## config.mk

```make
export PLATFORM = sky130hd
export DESIGN_NAME = fetch_ctrl
export DESIGN_NICKNAME = d
export VERILOG_FILES = /design/src/rtl/fetch_ctrl.sv
export SDC_FILE = /design/constraint.sdc
export NUM_CORES = 1
export LEC_CHECK = 0
export BUFFER_PORTS_ARGS = -buffer_cell sky130_fd_sc_hd__buf_2
export CAP_MARGIN = 20
export CORE_MARGIN = 5
export CORE_UTILIZATION = 40
export CTS_BUF_LIST = sky130_fd_sc_hd__clkbuf_8
export CTS_CLUSTER_SIZE = 10
export DETAILED_ROUTE_END_ITERATION = 12
export GPL_ROUTABILITY_DRIVEN = 0
export PLACE_DENSITY = 0.82
export SETUP_SLACK_MARGIN = 0.1
export SLEW_MARGIN = 30
export SYNTH_ARGS = -nofsm -noshare
export SYNTH_HDL_FRONTEND = slang
export SYNTH_SLANG_ARGS = --single-unit
```

## constraint.sdc

```tcl
create_clock -name clk -period 6.4 [get_ports clk]
set_clock_uncertainty 0.15 [all_clocks]
set_input_delay 0.64 -clock clk [delete_from_list [all_inputs] [get_ports clk]]
set_output_delay 0.64 -clock clk [all_outputs]
set_load 0.01 [all_outputs]
```

## src/rtl/fetch_ctrl.sv

```systemverilog
// Instruction fetch controller: loads a program into instruction
// memory, then sequences PC through RUN until it halts.
`timescale 1ns/1ps

module fetch_ctrl #(
    parameter int SIZE = 100
) (
    input  logic        clk,
    input  logic        reset,
    input  logic        load_valid,
    input  logic [31:0] load_data,
    input  logic        load_last,
    output logic        load_ready,
    output logic        im_we,
    output logic [31:0] im_waddr,
    output logic [31:0] im_wdata,
    output logic [31:0] PC,
    input  logic [31:0] instruction,
    input  logic        stall,
    input  logic        branch_taken,
    input  logic [31:0] branch_target,
    input  logic        jump,
    input  logic [31:0] jump_target,
    input  logic        halt_req,
    output logic        if_valid,
    output logic [31:0] if_instr,
    output logic [31:0] if_pc,
    output logic        halted,
    output logic [1:0]  state
);

    typedef enum logic [1:0] {
        LOAD = 2'b00,
        RUN  = 2'b01,
        HALT = 2'b10
    } state_t;

    // First byte address past the end of instruction memory
    localparam logic [31:0] PC_LIMIT = 32'(SIZE * 4);
    localparam logic [31:0] LAST_IDX = 32'(SIZE - 1);

    state_t      st_q;
    state_t      st_d;
    logic [31:0] pc_q;
    logic [31:0] pc_d;
    logic [31:0] cnt_q;
    logic [31:0] cnt_d;
    logic [31:0] pc_nxt;

    // State, PC and load counter registers
    always_ff @(posedge clk or posedge reset) begin
        if (reset) begin
            st_q  <= LOAD;
            pc_q  <= '0;
            cnt_q <= '0;
        end else begin
            st_q  <= st_d;
            pc_q  <= pc_d;
            cnt_q <= cnt_d;
        end
    end

    // Candidate next PC: jump beats branch beats sequential; targets word-aligned
    always_comb begin
        if (jump) begin
            pc_nxt = jump_target & ~32'h3;
        end else if (branch_taken) begin
            pc_nxt = branch_target & ~32'h3;
        end else begin
            pc_nxt = pc_q + 32'd4;
        end
    end

    // Next-state and output decode
    always_comb begin
        st_d       = st_q;
        pc_d       = pc_q;
        cnt_d      = cnt_q;
        load_ready = 1'b0;
        im_we      = 1'b0;
        im_waddr   = cnt_q << 2;
        im_wdata   = load_data;
        if_valid   = 1'b0;
        if_instr   = '0;
        if_pc      = pc_q;
        halted     = 1'b0;
        case (st_q)
            LOAD: begin
                load_ready = 1'b1;
                im_we      = load_valid;
                if (load_valid) begin
                    cnt_d = cnt_q + 32'd1;
                    if (load_last || cnt_q == LAST_IDX) begin
                        st_d = RUN;
                        pc_d = '0;
                    end
                end
            end
            RUN: begin
                if_valid = 1'b1;
                if_instr = instruction;
                // A halt request wins; a stall discards any redirect
                if (halt_req) begin
                    st_d = HALT;
                end else if (!stall) begin
                    if (pc_nxt >= PC_LIMIT) begin
                        st_d = HALT;
                    end else begin
                        pc_d = pc_nxt;
                    end
                end
            end
            default: begin
                // HALT, and the unused 11 encoding treated as HALT
                halted = 1'b1;
                st_d   = HALT;
            end
        endcase
    end

    assign PC    = pc_q;
    assign state = st_q;

endmodule

```

# Word level (Yosys, flattened, before mapping)
# Cells that the tools add are included.
dict set report word_totals {
  reg_bits 66
  input_bits 136
  output_inout_bits 166
  wordCells 41
}
dict set report classes {
  addsub 2
  order_cmp 1
  eq_ne 9
  muxes 19
  reduce_logical 7
}
# operator n
set ops {}
lappend ops {{$mux 32} 8}
lappend ops {{$pmux 32 s2} 1}
lappend ops {{$add 32x1->32 const B} 1}
lappend ops {{$add 32x3->32 const B} 1}
lappend ops {{$eq 32x7->1 const B} 1}
lappend ops {{$ge 32x9->1 const B} 1}
lappend ops {{$mux 2} 5}
lappend ops {{$ne 2x2->1 const B} 5}
lappend ops {{$ne 3x3->1 const B} 2}
lappend ops {{$reduce_and 6->1} 1}
lappend ops {{$mux 1} 4}
lappend ops {{$pmux 2 s2} 1}
lappend ops {{$reduce_and 4->1} 1}
lappend ops {{$eq 2x1->1 const B} 1}
lappend ops {{$logic_not 2->1} 1}
lappend ops {{$reduce_and 2->1} 1}
lappend ops {{$reduce_bool 2->1} 1}
lappend ops {{$reduce_or 2->1} 1}
lappend ops {{$logic_or 1x1->1} 1}

# Longest topological paths before layout
# Gate-level depths: netlist of the first run.
dict set report logic_depth {
  depth_word 8
  ltp_mapped 11
  mapped_depth_nobuf 9
}

# Worst setup path after synthesis of the first run
# Ideal clock, no wire load.
dict set report synth_path {
  path_kind {flip-flop to flip-flop}
  from {reg pc_q[2], in the netlist PC[2]}
  to {reg pc_q[2], in the netlist PC[2]}
  setup_ns 0.079
  t_arrival_ns 2.883
  required_ns 6.171
  path_slack_ns 3.288
  path_stages_with_launch 11
  path_buffers 1
  synth_period_minus_slack_ns 3.112
  cell_sequence {dfrtp_1 -> ha_1 -> nand4_2 -> nor4_1 -> nand4_1 -> xnor2_1 -> a2111oi_2 -> nand3_1 -> nor3b_2 -> buf_4 -> mux2i_1}
}
dict set report synth_via {
  elab_chain_len 7
  elab_cells_between_ends 10
  cone_classes {add/sub (1); order compare (1); eq/ne (1); mux (6); reduce/logical (1)}
}
# element line
set synth_rtl {}
lappend synth_rtl {{start: declaration} 44} ;# logic [31:0] pc_q;
lappend synth_rtl {{start signal: assignment} 58} ;# pc_q <= pc_d;
lappend synth_rtl {{$add 32x3->32 *} 70} ;# pc_nxt = pc_q + 32'd4;
lappend synth_rtl {{$mux 32 *} 67} ;# end else if (branch_taken) begin
lappend synth_rtl {{$mux 32 *} 65} ;# if (jump) begin
lappend synth_rtl {{branches (longest 4 deep; another with $ge 32x9->1)} -}
# Every way passes the cells marked *. The select of a mux whose other input is x is not followed.
# A chain may end at the register's enable or synchronous reset.

# Worst setup path in the final report of the first run
dict set report layout_path {
  from {reg pc_q[2], in the netlist PC[2]}
  to {reg pc_q[8], in the netlist PC[8]}
}
# Same word-level chain as after synthesis.

==> summary.md, run 1 <==
| Metric | Value |
|---|---|
| Top cells by area, synth | dfrtp_1 (35%), buf_4 (15%), and2_1 (7.0%) |
| I/O Buffers | 231 |
| Antenna diodes | 0 |
| Grt ovf | 0 |
| # H-tree levels | 3 |
| Row cnt | 39 |
| Tot GR Track Use | 18.4% |
| Post-synth EDFFs | 0 |
| Combinational Power Share | 17.6% |
| Netlist cell types | 61 |
| Seq/Total Area, Yosys | 34.9% |
| Worst vdd ir | 0.0893 mV |
| Top_reg_cell synth | dfrtp_1 |
| Setup repair bufs after CTS | 0 |
| WL final | 13500 um |
| # nets final | 800 |
| Count leader, synth | buf_4 |
| I/O pin count | 302 |
| Clock network power share | 40.5% |
| Cts hold-fix bufs | 0 |
| Synth Cell Area | 0.00473 mm2 |
| Hold crit path type | flip-flop to flip-flop |
| Avg Cell Area, Syn | 8.95 um2 |
| CTS buffer count | 9 |
| Share of the synthesized area in the top cell type | 34.9% |
| Max Root-Sink Buffers | 2 |
| P_leak | 2.97 nW |
| TritonCTS Sinks | 66 |
| Core area | 0.0115 mm2 |
| Die Span Y | 119 um |
| First-pass GRT wire length | 21300 um |
| DRC violation total after the first TritonRoute iteration | 326 |
| PwrDens | 210 mW/mm2 |
| Sequential Power Share | 41.9% |
| Crit path capture type | flip-flop |
| Crit Path Max Fanout | 12 |
| Power, Total | 1.16 mW |
| Die W | 119 um |
| CP arrival | 4.05 ns |
| Vias in the first global route | 4016 |
| Reg2reg setup slack | 2.46 ns |
| Post-layout util | 48.2% |
| Post-route ant nets | 0 |
| Total Neg Setup Slack | 0 ns |
| Clk root buf | clkbuf_8 |
| Max Slew Vio Count | 0 |
| Final Hold Viols | 0 |
| Result of the run | complete, no violations |
| Area leader, netlist | dfrtp_1 |
| Gate Count Post-Synth | 528 |
| Max-slew headroom | 36.2% |
| Int Power | 848 uW |
| DR pass1 iterations | 5 |
| Synth async-reset ratio | 100% |
| Die area | 0.0141 mm2 |
| Yosys warnings | 0 |
| FILL cells | 1123 |
| Initial antenna violation count | 0 |
| Max_cap viols | 0 |
| Area growth, synth to finish | 17.5% |
| RSZ-0062 raised after global routing | no |
| DP HPWL | 10600 um |
| Clock-pin transition on the worst setup and hold timing paths | 0.07 ns |
| Slew @ Worst Pin | 0.953 ns |
| # resized after CTS | 0 |
| Clock Latency Late Sink | 0.34 ns |
| Final Cycle Share | 61.6% |
| Largest net degree at the start of global routing | 67 |
| Initial Utilization | 41.0% |
| Register bit total from synthesis | 66 |
| TritonCTS clock tree | built |
| Top cells by count, synth | buf_4 (97), dfrtp_1 (66), and2_1 (53) |
| FMAX | 0.254 GHz |
| Share of cells above drive strength 1 | 39.6% |
| Setup Crit Path Kind | flip-flop to flip-flop |
| Remaining DRCs | 0 |
| Net Sw Frac | 27.2% |
| Vias/cell | 5.17 |
| Wire per inst | 16.6 um |
| Min cycle time layout | 3.94 ns |
| Critical path data required time | 6.51 ns |
| Sw Pwr | 316 uW |
| Final setup violation count | 0 |
| Via count | 4184 |
| Kind of start point of the critical path | flip-flop |
==> power by group through the flow <==
stage / logic, mW / registers (mW) / clock network [mW]
2_1_floorplan: 0.161 / 0.490 / 0
3_5_place_dp: 0.206 / 0.497 / 0
5_1_grt: 0.227 / 0.496 / 0.500
6_report: 0.205 / 0.488 / 0.472
4_1_cts: 0.207 / 0.489 / 0.482
3_3_place_gp: 0.203 / 0.495 / 0
==> final timing paths <==
check,startpoint,to,depth (start not counted)
max in group asynchronous,reset,PC[4],3
setup reg to reg,PC[2],PC[8],9
hold / removal,cnt_q[31],cnt_q[31],1
setup / recovery,PC[2],PC[8],9
hold reg to reg,cnt_q[31],cnt_q[31],1
min in group asynchronous,reset,cnt_q[2],3
==> state kept, by name (all words and copies together), names as in the netlist <==
register / count
cnt_q: 32
PC: 32
state: 2
==> cells in the final DEF (no fill, tap or decap), types with 3 or more instances in the layout <==
cell | netlist | layout
a21oi_1 | 8 | 8
buf_2 | 2 | 231
nand4_1 | 16 | 16
nor3_1 | 19 | 19
xnor2_1 | 29 | 29
clkbuf_8 | 0 | 10
nand2b_1 | 3 | 3
and4_1 | 6 | 6
nor2b_1 | 4 | 4
dfrtp_1 | 66 | 66
bufinv_16 | 0 | 4
inv_1 | 15 | 14
mux2i_1 | 6 | 6
xor2_1 | 16 | 16
a31oi_1 | 3 | 3
o21a_1 | 4 | 4
nor4_1 | 17 | 17
nor4b_1 | 3 | 3
and2_1 | 53 | 53
nand2_1 | 32 | 32
o31ai_1 | 4 | 4
nand3_1 | 25 | 25
or4_1 | 3 | 3
o21ai_1 | 5 | 5
nor2_1 | 30 | 30
o211ai_1 | 5 | 5
and3_1 | 6 | 6
==> layer usage <==
layer | GRT usage, % | routed length [um] | up-vias
met3 | 5.68 | 1240 | 18
met1 | 23.8 | 5490 | 1938
li1 | - | - | 2003
met5 | 0 | 0 | -
met4 | 5.00 | 173 | 0
met2 | 29.9 | 6570 | 225
==> worst max-delay path, stage by stage (launching register included) <==
cell,delay [ns]
dfrtp_1,0.46
ha_1,0.34
nand4_2,0.32
nor4_1,0.53
nand4_1,0.17
xnor2_1,0.18
a2111oi_2,0.49
nand3_1,0.15
nor3b_2,0.81
mux2i_1,0.26
==> final cells by class <==
cell class              instances  area (um2)  area share, %
clock buffers                  10         138           2.48
repair buffers                232        1160           21.0
multi-input cells             337        2220           40.1
well taps                     143         179           3.22
inverters                      16        60.1           1.08
clock inverters                 6         138           2.48
flip-flops and latches         66        1650           29.7
==> through the flow <==
stage                     cells  hold WS (ns)  setup WS (ns)  area (um2)
after CTS                   810         0.362           2.54        5550
final                       810         0.359           2.46        5550
after global routing        810         0.376           2.12        5550
after detailed placement    794         0.352           2.55        5280
after global placement      794         0.340           2.61        5280
after floorplan             529         0.292           3.29        4730
==> cells by family after synthesis <==
kind of cell | after synthesis | share of synthesized area [%]
buf+inv | 126 | 18.1
compound gates | 50 | 8.02
fa+ha+maj | 2 | 0.529
flops | 66 | 34.9
simple gates | 230 | 28.3
xor+xnor | 45 | 8.34
mux | 8 | 1.75
other cells | 1 | 0.0793
Note: power is estimated with default switching activity, not from simulation.
==> inputs of run 2 (changes only) <==
--- a/config.mk
+++ b/config.mk
@@ -5,6 +5,7 @@
 export SDC_FILE = /design/constraint.sdc
 export NUM_CORES = 1
 export LEC_CHECK = 0
+export ABC_AREA = 1
 export BUFFER_PORTS_ARGS = -buffer_cell sky130_fd_sc_hd__buf_2
 export CAP_MARGIN = 20
 export CORE_MARGIN = 5
==> constraint.sdc (replaced) <==
create_clock -name clk -period 3.56 [get_ports clk]
set_clock_uncertainty 0.15 [all_clocks]
set_input_delay 0.356 -clock clk [delete_from_list [all_inputs] [get_ports clk]]
set_output_delay 0.356 -clock clk [all_outputs]
set_load 0.01 [all_outputs]
==> run 2 against run 1 <==
Non-clock buffer count up 10. Cell area up 16%. Largest cell class unchanged. Global-route usage up 2.5 points. Sequential power up 64%.
==> summary.md, run 2 <==
| Metric | Value |
|---|---|
| Tot GR Track Use | 20.9% (+2.5 points) |
| Kind of start point of the critical path | flip-flop |
| Placed insts | 1164 (+47%) |
| Initial antenna violation count | 3 (+3) |
| Max-slew headroom | 54.7% (+19 points) |
| Remaining DRCs | 0 (unchanged) |
| Max Slew Vio Count | 0 (unchanged) |
| Vias/cell | 4.88 (-5.5%) |
| Core area | 0.0138 mm2 (+20%) |
| FMAX | 0.321 GHz (+27%) |
| Met1 wire length | 7050 um (+29%) |
| Die Span Y | 129 um (+8.4%) |
| Largest net degree at the start of global routing | 43 (-36%) |
| Critical path data required time | 3.64 ns (-2.87 ns) |
| Clock Latency Late Sink | 0.35 ns (about the same) |
| TritonCTS Sinks | 66 (unchanged) |
| R2r worst-path depth | 16 (+7) |
| Avg Cell Area, Syn | 6.52 um2 (-27%) |
| Crit path capture type | flip-flop |
| Wire per inst | 15.1 um (-9.3%) |
| Top cells by count, synth | nand2_1 (189), nor2_1 (139), inv_1 (106) |
| Vias in the first global route | 5483 (+37%) |
| Netlist cell types | 38 (-38%) |
| Met3 wire length | 1580 um (+27%) |
| Worst vdd ir | 0.186 mV (+110%) |
| Post-synth EDFFs | 0 (unchanged) |
| # H-tree levels | 3 (unchanged) |
| Area growth, synth to finish | 14.6% |
| Max_cap viols | 0 (unchanged) |
| Setup Crit Path Kind | flip-flop to flip-flop |
| I/O pin count | 302 (unchanged) |
| Register bit total from synthesis | 66 (unchanged) |
| Worst setup margin | 0.444 ns (-2.01 ns) |
| DR pass1 iterations | 5 (unchanged) |
| Die W | 129 um (+8.4%) |
| Top_reg_cell synth | dfrtp_1 |
| Final setup violation count | 0 (unchanged) |
| RSZ-0062 raised after global routing | no |
| Count leader, synth | nand2_1 |
| PwrDens | 253 mW/mm2 (+21%) |
| Hold crit path type | primary input to flip-flop |
| Slew @ Worst Pin | 0.675 ns (-0.278 ns) |
| Min cycle time layout | 3.12 ns (-0.827 ns) |
| WHS Path Cells | 4 (+3) |
| Final Cycle Share | 87.5% (+26 points) |
| Post-route ant nets | 0 (unchanged) |
| Met2 WL | 8700 um (+33%) |
| P_leak | 3.58 nW (+21%) |
| Row cnt | 43 (+10%) |
| # nets final | 1134 (+42%) |
| Commonest non-fill, non-tap cells in the layout | buf_2 (231), nand2_1 (189), nor2_1 (139) |
| Share of the synthesized area in the top cell type | 29.3% (-5.6 points) |
| CP arrival | 3.20 ns (-0.85 ns) |
| Top cells by area, synth | dfrtp_1 (29%), buf_4 (13%), nand2_1 (13%) |
| Total Neg Setup Slack | 0 ns (unchanged) |
| Max Root-Sink Buffers | 2 (unchanged) |
| Grt ovf | 0 (unchanged) |
| TritonCTS clock tree | built |
| Max Used Layer | met5 |
| Area leader, netlist | dfrtp_1 |
| Initial Utilization | 40.7% (-0.32 points) |
| Die area | 0.0166 mm2 (+17%) |
| Clk root buf | clkbuf_8 |
| Synth async-reset ratio | 100% (unchanged) |
| First-pass GRT wire length | 27700 um (+30%) |
| Finished Layout Cells | 1182 (+46%) |
| CTS buffer count | 9 (unchanged) |
| Via count | 5772 (+38%) |
| Gate Count Post-Synth | 864 (+64%) |
| DP HPWL | 14100 um (+33%) |
| Yosys warnings | 0 (unchanged) |
| WL final | 17800 um (+32%) |
| Pre-CTS setup slack | 0.409 ns (-2.15 ns) |
| DRC violation total after the first TritonRoute iteration | 380 (+17%) |
| Seq/Total Area, Yosys | 29.3% (-5.6 points) |
| Result of the run | complete, no violations |
| Crit Path Max Fanout | 25 (+13) |
| Share of cells above drive strength 1 | 29.5% (-10 points) |
| I/O Buffers | 231 (unchanged) |
| Most common cell after layout, fill and taps aside | buf_2 |
| FILL cells | 1437 (+28%) |
| Final Hold Viols | 0 (unchanged) |
| Clock-pin transition on the worst setup and hold timing paths | 0.07 ns (about the same) |
| Synth Cell Area | 0.00563 mm2 (+19%) |
[run 2: cell count changes after synthesis, sizes merged, moves of 24 or more]
cell / previous run / this run
nand2: 32 / 194
nand3: 25 / 74
xnor2: 29 / 5
inv: 15 / 107
nor2: 30 / 154
a21oi: 9 / 49
and2: 53 / 1
[run 2: kinds of logic (layout without fill, tap and decap cells)]
family,Yosys count,in the layout,share of synthesized area [%]
AOI/OAI and AO/OA,81,81,7.91
xor gates and xnor gates,24,24,3.73
adders and majority gates,2,2,0.444
buffers and inverters,231,367,22.1
DFF,66,66,29.3
other,1,3,0.0666
and+or+nand+nor,459,459,36.4
[run 2: worst paths after layout]
path                            from         to  slack [ns]
max in group asynchronous      reset     PC[23]        2.40
hold reg to reg            cnt_q[30]  cnt_q[30]        0.36
hold / removal              halt_req   state[0]        0.18
setup / recovery               PC[2]      PC[6]        0.44
min in group asynchronous      reset   cnt_q[2]        0.51
setup reg to reg               PC[2]      PC[6]        0.44
[run 2: metrics by stage]
| stage | util (%) | instance area [um2] | hold slack (ns) | total power [mW] |
|---|---|---|---|---|
| floorplan | - | 5640 | 0.313 | 1.02 |
| global placement | 45.3 | 6270 | 0.332 | 1.09 |
| detailed placement | 45.3 | 6270 | 0.351 | 1.10 |
| CTS | 46.6 | 6440 | 0.163 | 1.65 |
| global route | 46.7 | 6460 | 0.181 | 1.71 |
| finish | 46.7 | 6460 | 0.184 | 1.63 |
[run 2: per-layer routing]
metal / GRT usage, % / vias to the layer above
met5: 0 / -
met4: 7.66 / 4
met3: 6.35 / 38
met2: 35.2 / 245
met1: 25.2 / 2624
li1: - / 2861
[run 2: what timing repair did]
item | 4_1_cts | 5_1_grt
buffers inserted | 0 | 0
endpoints found under the hold margin | 66 | 0
resized for setup | 0 | 2
hold buffers | 1 | 0
endpoints found under the setup margin | 0 | 6
[run 2: layout make-up]
| type | instances | area (um2) | area share [%] |
|---|---|---|---|
| Antenna cell | 1 | 2.50 | 0.0388 |
| Clock inverter | 7 | 38.8 | 0.601 |
| Clock buffer | 9 | 124 | 1.92 |
| Timing Repair Buffer | 242 | 1250 | 19.4 |
| Sequential cell | 66 | 1650 | 25.6 |
| Multi-Input combinational cell | 568 | 2750 | 42.6 |
| Tap cell | 180 | 225 | 3.49 |
| Inverter | 109 | 409 | 6.34 |
[run 2: power breakdown]
part	switching, mW	internal [mW]
combinational	0.166	0.117
sequential	0.0331	0.766
clock	0.305	0.245
[run 2: critical path: stages, from the launching register on]
cell	delay, ns
dfrtp_1	0.49
ha_1	0.24
nand3_2	0.23
nor2_1	0.33
nand2_1	0.09
nand2_1	0.06
nand3_1	0.12
a21boi_0	0.18
nand2_1	0.07
nor2_1	0.08
nand2_1	0.07
nor2_2	0.19
nand3_2	0.16
nand2_8	0.19
nand2_2	0.18
nand2_1	0.10
nand2_1	0.06
==> inputs of run 3 (changes only) <==
--- a/config.mk
+++ b/config.mk
@@ -5,7 +5,6 @@
 export SDC_FILE = /design/constraint.sdc
 export NUM_CORES = 1
 export LEC_CHECK = 0
-export ABC_AREA = 1
 export BUFFER_PORTS_ARGS = -buffer_cell sky130_fd_sc_hd__buf_2
 export CAP_MARGIN = 20
 export CORE_MARGIN = 5
@@ -14,7 +13,7 @@
 export CTS_CLUSTER_SIZE = 10
 export DETAILED_ROUTE_END_ITERATION = 12
 export GPL_ROUTABILITY_DRIVEN = 0
-export PLACE_DENSITY = 0.82
+export PLACE_DENSITY = 0.85
 export SETUP_SLACK_MARGIN = 0.1
 export SLEW_MARGIN = 30
 export SYNTH_ARGS = -nofsm -noshare
==> run 3 against run 2 <==
The flow now finishes with violations (negative hold slack). Setup slack lost 0.21 ns. Critical path depth decreased by 7. Utilization rose by 1.8 points. Worst hold slack got worse by 0.22 ns. Count of clock-buffer cells in the layout unchanged. Global-route usage decreased by 2.5 points. Cell count is 30% lower. Sequential power rose by 10%.
==> summary.md, run 3 (same netlist as run 1, synthesis figures left out) <==
| Metric | Value |
|---|---|
| Result of the run | finished, violations left |
| Failing checks | negative hold slack |
| CP max stage delay | 0.49 ns (about the same) |
| Antenna diodes | 0 (-1) |
| PwrDens | 339 mW/mm2 (+34%) |
| Grt ovf | 0 (unchanged) |
| Min cycle time layout | 3.32 ns (+0.207 ns) |
| Via count | 4345 (-25%) |
| FMAX | 0.301 GHz (-6.2%) |
| # nets final | 812 (-28%) |
| Tot GR Track Use | 18.4% (-2.5 points) |
| Remaining DRCs | 0 (unchanged) |
| Final Hold Viols | 43 (+43) |
| Crit Path Max Fanout | 10 (-60%) |
| P_leak | 2.99 nW (-16%) |
| Clk root buf | clkbuf_8 |
| I/O pin count | 302 (unchanged) |
| Area growth, synth to finish | 18.2% |
| # H-tree levels | 3 (unchanged) |
| Largest net degree at the start of global routing | 45 (+4.7%) |
| Core area | 0.0115 mm2 (-17%) |
| Wire per inst | 17.1 um (+13%) |
| Max-slew headroom | 47.7% (-7.0 points) |
| TritonCTS clock tree | built |
| Die W | 119 um (-7.7%) |
| Most common cell after layout, fill and taps aside | buf_2 |
| Final setup violation count | 0 (unchanged) |
| Worst setup margin | 0.237 ns (-0.207 ns) |
| DRC violation total after the first TritonRoute iteration | 379 (-0.26%) |
| Kind of start point of the critical path | flip-flop |
| RSZ-0062 raised after global routing | no |
| CTS buffer count | 9 (unchanged) |
| Critical path, cell by cell | ha_1 -> nand4_2 -> nor4_1 -> mux2_1 -> o32ai_1 -> a2111oi_2 -> and4b_4 -> a21oi_4 -> and2_1 |
| Power, Total | 1.89 mW (+16%) |
| Vias/cell | 5.29 (+8.2%) |
| Hold Worst Slack | -0.0338 ns (-0.218 ns) |
| CP arrival | 3.45 ns (+0.25 ns) |
| Post-route ant nets | 0 (unchanged) |
| TritonCTS Sinks | 66 (unchanged) |
| Die area | 0.0141 mm2 (-15%) |
| Clock-pin transition on the worst setup and hold timing paths | 0.09 ns (+0.02 ns) |
| Crit. Startpoint | PC[2] |
| Slowest cell on the critical path | nor4_1 |
| Reg-to-Reg Start | PC[2] |
| FILL cells | 1097 (-24%) |
| Initial antenna violation count | 0 (-3) |
| Buf+Inv Stages, Crit Path | 0 (unchanged) |
| R2r endpoint | PC[20] |
| R2r worst-path depth | 9 (-7) |
| Max_cap viols | 0 (unchanged) |
| DP HPWL | 10800 um (-23%) |
| Hold crit path type | primary input to asynchronous set/reset pin |
| Critical path data required time | 3.68 ns (+0.04 ns) |
| Reg2reg setup slack | 0.24 ns (-0.21 ns) |
| Crit path capture type | flip-flop |
| Die Span Y | 119 um (-7.7%) |
| Row cnt | 39 (-9.3%) |
| DR pass1 iterations | 7 (+2) |
| Total Neg Setup Slack | 0 ns (unchanged) |
| Pre-CTS setup slack | 0.216 ns (-0.194 ns) |
| Clock Latency Late Sink | 0.35 ns (about the same) |
| Max Root-Sink Buffers | 2 (unchanged) |
| Share of cells above drive strength 1 | 40.8% (+11 points) |
| First-pass GRT wire length | 21300 um (-23%) |
| WL final | 14000 um (-21%) |
| Initial Utilization | 41.0% (+0.32 points) |
| Setup Crit Path Kind | flip-flop to flip-flop |
| Commonest non-fill, non-tap cells in the layout | buf_2 (231), dfrtp_1 (66), and2_1 (53) |
| Max Slew Vio Count | 0 (unchanged) |
| Vias in the first global route | 4041 (-26%) |
| Worst vdd ir | 0.188 mV (+1.5%) |
| Slew @ Worst Pin | 0.783 ns (+0.109 ns) |
| Largest delay share family, worst path | simple AND/OR/NAND/NOR gates |
| Final Cycle Share | 93.4% (+5.8 points) |
| I/O Buffers | 231 (unchanged) |
[run 3: changes by cell type in the layout (fill, tap and decap cells not counted), moves of 10 or more]
cell,before,now
nand2_1,189,32
and2_1,1,53
o21ai_0,13,2
nor3_1,9,19
xnor2_1,5,29
nor2_1,139,30
inv_1,106,14
nand3_1,67,25
a21oi_1,49,8
[run 3: report_power, final]
group	total [mW]	leakage (nW)	switching, mW	internal [mW]
logic	0.369	2.00	0.197	0.172
clock network	0.644	0.100	0.315	0.329
registers	0.881	0.895	0.0841	0.797
[run 3: how the worst max path moves through the flow]
stage,endpoint,slack [ns],cells after the start
floorplan,PC[2],0.45,10
global placement,PC[16],0.39,9
global route,PC[8],0.08,10
CTS,PC[20],0.18,9
detailed placement,PC[0],0.22,9
finish,PC[20],0.24,9
[run 3: area by class of cell]
type | count | area [um2] | area share, %
clock inverters | 7 | 77.6 | 1.39
multi-input cells | 338 | 2250 | 40.2
well taps | 143 | 179 | 3.20
inverters | 16 | 61.3 | 1.10
repair buffers | 243 | 1250 | 22.3
clock buffers | 9 | 124 | 2.22
flip-flops and latches | 66 | 1650 | 29.6
[run 3: timing repair]
| item | CTS | global route |
|---|---|---|
| resized for setup | 0 | 2 |
| buffers inserted | 0 | 2 |
| endpoints found under the setup margin | 0 | 23 |
| hold buffers | 0 | 0 |
| hold endpoints to repair | 0 | 0 |
[run 3: metrics by stage]
stage	hold WS (ns)	util (%)	area, um2	cells
3_3_place_gp	0.338	46.4	5350	803
4_1_cts	0.0906	48.2	5550	819
6_report	-0.0338	48.5	5590	822
5_1_grt	0.0214	48.5	5590	822
2_1_floorplan	0.292	-	4730	529
3_5_place_dp	0.346	46.4	5350	803
[run 3: metal layers]
metal	GRT usage, %	share of wire, %
met1	24.5	41
met2	29.5	48
met3	5.11	10
met4	5.14	1.1
met5	0	0
